File: src/rtl/vram_cpu_port.sv
// LSPC CPU-side VRAM port: address/data/modulo registers,
// modulo step, read prefetch and a 1-entry command queue.
module vram_cpu_port #(
  parameter bit          PREFETCH_EN = 1'b1,
  parameter logic [15:0] MOD_RST     = 16'h0001
) (
  input  logic        CLK_24M,
  input  logic        nRESET,
  input  logic [1:0]  REG_SEL,
  input  logic        CPU_WR,
  input  logic [15:0] CPU_DIN,
  output logic [15:0] CPU_DOUT,
  output logic [14:0] VRAM_ADDR,
  output logic [15:0] VRAM_WRITE,
  output logic        nCPU_WR_LOW,
  output logic        nCPU_WR_HIGH,
  output logic        REQ_LOW,
  output logic        REQ_HIGH,
  input  logic        ACK_LOW,
  input  logic [15:0] VRAM_LOW_READ,
  input  logic        ACK_HIGH,
  input  logic [15:0] VRAM_HIGH_READ,
  output logic        BUSY,
  output logic        OVERRUN
);

  typedef enum logic [1:0] {
    IDLE    = 2'd0,
    WR_PEND = 2'd1,
    RD_PEND = 2'd2
  } state_t;

  localparam state_t AFTER_ADDR =
    PREFETCH_EN ? RD_PEND : IDLE;

  state_t      state;
  logic [15:0] addr_reg;
  logic [15:0] mod_reg;
  logic [15:0] rd_latch;
  logic [15:0] wr_data;
  logic        q_valid;
  logic        q_is_rw;
  logic [15:0] q_data;
  logic        overrun;

  logic        bank;
  logic        idle;
  logic        ack;
  logic        cmd_in;
  logic        mod_wr;
  logic        go;
  logic        go_rw;
  logic [15:0] go_data;
  logic        q_issue;
  logic        q_drop;
  logic        q_store;
  logic [15:0] addr_step;

  assign bank = addr_reg[15];
  assign idle = (state == IDLE);

  // Command decode, queue arbitration and address step
  always_comb begin
    ack       = bank ? ACK_HIGH : ACK_LOW;
    cmd_in    = CPU_WR && !REG_SEL[1];
    mod_wr    = CPU_WR && (REG_SEL == 2'd2);
    q_issue   = idle && q_valid;
    q_drop    = cmd_in && !idle && q_valid;
    q_store   = cmd_in && (!idle || q_valid) && !q_drop;
    go        = idle && (q_valid || cmd_in);
    go_rw     = q_valid ? q_is_rw : REG_SEL[0];
    go_data   = q_valid ? q_data : CPU_DIN;
    addr_step = {addr_reg[15],
                 addr_reg[14:0] + mod_reg[14:0]};
  end

  // Access FSM, registers and the single-entry queue
  always_ff @(posedge CLK_24M or negedge nRESET) begin
    if (!nRESET) begin
      state    <= IDLE;
      addr_reg <= 16'h0000;
      mod_reg  <= MOD_RST;
      rd_latch <= 16'h0000;
      wr_data  <= 16'h0000;
      q_valid  <= 1'b0;
      q_is_rw  <= 1'b0;
      q_data   <= 16'h0000;
      overrun  <= 1'b0;
    end else begin
      if (mod_wr) mod_reg <= CPU_DIN;
      unique case (state)
        IDLE: begin
          if (go) begin
            if (go_rw) begin
              wr_data <= go_data;
              state   <= WR_PEND;
            end else begin
              addr_reg <= go_data;
              state    <= AFTER_ADDR;
            end
          end
        end
        WR_PEND: begin
          if (ack) begin
            addr_reg <= addr_step;
            state    <= AFTER_ADDR;
          end
        end
        RD_PEND: begin
          if (ack) begin
            rd_latch <= bank ? VRAM_HIGH_READ
                             : VRAM_LOW_READ;
            state    <= IDLE;
          end
        end
        default: state <= IDLE;
      endcase
      if (q_issue) q_valid <= 1'b0;
      if (q_store) begin
        q_valid <= 1'b1;
        q_is_rw <= REG_SEL[0];
        q_data  <= CPU_DIN;
      end
      if (q_drop) overrun <= 1'b1;
    end
  end

  // CPU read mux
  always_comb begin
    unique case (REG_SEL)
      2'd0:    CPU_DOUT = addr_reg;
      2'd1:    CPU_DOUT = rd_latch;
      2'd2:    CPU_DOUT = mod_reg;
      default: CPU_DOUT = 16'h0000;
    endcase
  end

  assign VRAM_ADDR    = addr_reg[14:0];
  assign VRAM_WRITE   = wr_data;
  assign REQ_LOW      = !idle && !bank;
  assign REQ_HIGH     = !idle && bank;
  assign nCPU_WR_LOW  = !((state == WR_PEND) && !bank);
  assign nCPU_WR_HIGH = !((state == WR_PEND) && bank);
  assign BUSY         = !idle || q_valid;
  assign OVERRUN      = overrun;

endmodule

File: config.mk
export PLATFORM = sky130hd
export DESIGN_NAME = vram_cpu_port
export DESIGN_NICKNAME = d
export VERILOG_FILES = /design/src/rtl/vram_cpu_port.sv
export SDC_FILE = /design/constraint.sdc
export NUM_CORES = 1
export LEC_CHECK = 0
export ABC_AREA = 1
export BUFFER_PORTS_ARGS = -buffer_cell sky130_fd_sc_hd__buf_2
export CAP_MARGIN = 5
export CORE_MARGIN = 5
export CORE_UTILIZATION = 44
export CTS_CLUSTER_DIAMETER = 30
export DETAILED_ROUTE_END_ITERATION = 12
export PLACE_DENSITY = 0.78
export SYNTH_ARGS = -nofsm -noshare
export SYNTH_HDL_FRONTEND = slang
export SYNTH_SLANG_ARGS = --single-unit
File: constraint.sdc
create_clock -name CLK_24M -period 4.55 [get_ports CLK_24M]
set_input_delay 0.2275 -clock CLK_24M [delete_from_list [all_inputs] [get_ports CLK_24M]]
set_output_delay 0.2275 -clock CLK_24M [all_outputs]
set_load 0.03 [all_outputs]
After elaboration in Yosys (flattened, before gate mapping):

Cells that the tools add are included.

* add/subtract/negate cells: 1
* muxes and demuxes: 16
* reductions and logical operators: 29
* equality and inequality tests: 8
* bitwise logic cells: 2

Operators by type and width (count)
* two-way mux 16 bit: 4
* case mux 16 bit (3 select lines): 1
* case mux 16 bit (2 select lines): 1
* adder 15 bit: 1
* two-way mux 15 bit: 1
* logical AND 1 bit: 12
* two-way mux 2 bit: 4
* AND reduction 4 bit: 2
* zero test 1 bit: 6
* inequality test 2 bit (second input constant): 3
* case mux 2 bit (3 select lines): 1
* AND reduction 3 bit: 2
* equality test 2 x 1 -> 1 bit (second input constant): 2
* equality test 2 bit (second input constant): 2
* zero test 2 bit: 2
* two-way mux 1 bit: 4
* nonzero test 2 bit: 2
* logical OR 1 bit: 2
* inequality test 2 x 1 -> 1 bit (second input constant): 1
* inverter 1 bit: 2
* AND reduction 2 bit: 1

* logic and storage cells: 66
* register bits after elaboration: 85

Logic depth before layout (Yosys ltp):

* depth after elaboration: 7
* gate-level depth with buffers: 12
* depth with buffers taken out: 12

Worst setup path before layout:

Ideal clock, no wire load.

* path type: register to register
* from: reg addr_reg[0]
* to: reg addr_reg[14]
* stages on the path, launching flop included: 13
* buffers on the path: 0
* library setup time: 0.116 ns
* path slack: 2.814 ns
* clock period less this slack: 1.736 ns
* arrival time: 1.620 ns
* cell sequence: dfrtp_1 ha_1 fa_1 nand2_1 nand2_1 nand3_1 nand2_1 nand2_1 nand2_1 nand2_1 nand3_1 nand2_1 nand2_1

* cells in the longest elaborated chain, start to end: 3

Ends and longest elaborated chain
* start: declaration: RTL line 37 `logic [15:0] addr_reg;`
* start signal: assignment: RTL line 98 `addr_reg <= go_data;`
* start signal: assignment: RTL line 105 `addr_reg <= addr_step;`
* adder 15 bit: RTL line 74 `addr_reg[14:0] + mod_reg[14:0]};`
* two-way mux 15 bit: RTL line 104 `if (ack) begin`
* case mux 16 bit (2 select lines): RTL line 91 `unique case (state)`

Every way passes these cells. The select of a mux whose other input is x is not followed.
A chain may end at the register's enable or synchronous reset.

Worst setup path after layout:

* from: reg addr_reg[15]
* to: reg addr_reg[4]

* cells in the longest elaborated chain, start to end: 3

Ends and longest elaborated chain
* two-way mux 1 bit: RTL line 64 `ack = bank ? ACK_HIGH : ACK_LOW;`
* inequality test 2 bit (no source line)
* AND reduction 4 bit (no source line)

Every way passes these cells.

==> summary.txt <==
GPL Wtd Cong: 0.934
#FFs+latches synth: 85
H-tree Lvls: 3
Placeable Area: 10900 um2
Post-DP HPWL: 10.0 mm
Post-CTS setup buffer count: 0
Fill count: 1055
Die ar.: 13500 um2
Initial antenna violation count: 0
Post-route ant nets: 0
Final Slew Violations: 0
Worst-path fanout max: 22
Hold Vio Cnt, Final: 0
Ant diodes: 0
Die X: 116 um
Peak Freq: 0.407 GHz
Register area share after synthesis: 42.8%
Worst ir drop on vdd: 318 uV
Final std cells w/o fill: 921
DR iter-0 viols: 362
Crit path arrival time: 2.68 ns
Leakage: 3.11 nW
DR WL/cell: 14.3 um
Slew margin rel.: 22.8%
Seq. cell area: 2130 um2
Drt first pass iters: 5
Max_cap viols: 0
Vias per cell: 5.08
Syn_area_per_cell: 7.08 um2
Share of layout cells above drive strength 1: 17.5%
Post-synthesis cell area: 4970 um2
Cts hold-fix bufs: 0
Worst skew pair latency: 0.34 ns
# rows: 38
Synth unique cells: 30
Crit path required time: 4.77 ns
Critical path launch point type: register
Post-Place Cells: 905
Tot Pwr: 4.16 mW
Root Driver: clkbuf_16
Pin count of the biggest net entering global routing: 86
Worst Hold Slack: 0.0482 ns
Synth warnings: 0
Via count: 4679
Clk buf depth: 2
Final #Nets: 846
Crit path time final: 2.46 ns
Setup Skew: 0.00977 ns
Number of global-route vias before repair: 4489
Period utilization: 54.0%
TritonCTS Sinks: 85
Total gr overflow: 0
DRT Wirelength: 13.2 mm
Hold crit path type: primary input to asynchronous set/reset pin
Area grow syn2layout: 15.8%
PwrDens: 723 nW/um2
Fin util: 52.6%
Initial Util: 45.4%
Least-Margin Pin Slew: 1.15 ns
Design area: 5750 um2
Final WS setup: 2.09 ns
Dpl cell area: 5440 um2
Unrepaired setup endpoints after global routing: no
Cells after synthesis: 702
Cts repair resizes: 0
# DRC: 0
First-pass GRT wire length: 22.2 mm
CTS tree: done
Syn Nets: 772
# IOs: 108
Die height: 116 um
Crit Path Class: register to register
Setup WS pre-CTS: 2.12 ns
Status: completed
CP Capture Type: register
Port bufs: 107
Multi-input logic area: 2330 um2
Clock transition at path regs: 0.06 ns
Final setup violation count: 0
Total Routing Usage GR: 20.8%
Setup_tns: 0 ns
CTS Buf Count: 9
## report_power, final
| group | switching (mW) | leakage [nW] | internal, mW |
|---|---|---|---|
| Sequential | 0.281 | 1.02 | 1.07 |
| Clock | 0.301 | 0.146 | 0.483 |
| Combinational | 1.38 | 1.94 | 0.645 |
| Total | 1.96 | 3.11 | 2.20 |
## final timing paths
| kind | start | end | slack [ns] | cells past startpoint |
|---|---|---|---|---|
| max in group asynchronous | nRESET | rd_latch[11]$_DFFE_PN0P_ | 3.78 | 1 |
| max | addr_reg[15]$_DFFE_PN0P_ | addr_reg[4]$_DFFE_PN0P_ | 2.09 | 7 |
| min in group CLK_24M | VRAM_HIGH_READ[14] | rd_latch[14]$_DFFE_PN0P_ | 0.14 | 3 |
| min reg2reg | OVERRUN$_DFFE_PN0P_ | OVERRUN$_DFFE_PN0P_ | 0.45 | 1 |
| min | nRESET | VRAM_WRITE[11]$_DFFE_PN0P_ | 0.05 | 1 |
| max reg2reg | addr_reg[15]$_DFFE_PN0P_ | addr_reg[4]$_DFFE_PN0P_ | 2.09 | 7 |
## worst max-delay path: stages (launching register included)
cell and delay, ns:
dfrtp_1 0.72, inv_1 0.47, o21ai_2 0.29, nand2_1 0.12
nand3_2 0.36, inv_2 0.18, nor2_1 0.13, a21oi_1 0.05
## cells in the final DEF (no fill, tap or decap), drive strengths merged, types with 7 or more instances in the layout
master,netlist,layout
o21ai,54,54
xor2,7,7
inv,68,69
nor2,57,57
ha,14,14
nand3,54,54
buf,32,108
nand2,271,271
clkbuf,13,11
a31oi,18,18
a21oi,20,20
dfrtp,84,84
## cells in the mapped netlist, drive strengths merged
cell type | instances | share of area, %
nand2 | 271 | 20
nor3 | 1 | 0.20
o21ai | 54 | 5.5
ha | 14 | 3.5
xor2 | 7 | 1.2
nor2 | 57 | 4.6
xnor2 | 1 | 0.18
nand4 | 2 | 0.25
fa | 1 | 0.40
dfrtp | 84 | 42
a31oi | 18 | 2.3
inv | 68 | 5.1
buf | 32 | 4.1
nand3 | 54 | 5.6
a21oi | 20 | 2.0
mux2i | 1 | 0.20
dfstp | 1 | 0.53
a21o | 1 | 0.15
or2 | 1 | 0.13
o211ai | 1 | 0.15
clkbuf | 13 | 0.98
## cells by family after synthesis
group,after synthesis,share of synthesized area (%)
simple gates,386,31.3
mux,1,0.201
flops,85,42.8
compound gates,94,10.1
xor+xnor,8,1.41
fa+ha+maj,15,3.93
buf+inv,113,10.2
## routing by layer
layer  up-vias  GRT usage (%)  share of wire, %
met2       145           30.8                43
li1       2357              -                 -
met3        23           4.09               6.7
met4         0           6.19               2.3
met1      2154           30.8                48
met5         -              0                 0
## layout make-up
cell class / count / share of cell area [%]
multi-input combinational: 504 / 40.5
clock inverter: 5 / 1.46
sequential: 85 / 37.0
inverter: 68 / 4.44
clock buffer: 11 / 4.05
tap: 140 / 3.04
timing repair buffer: 108 / 9.48
(Power assumes the default switching activity.)
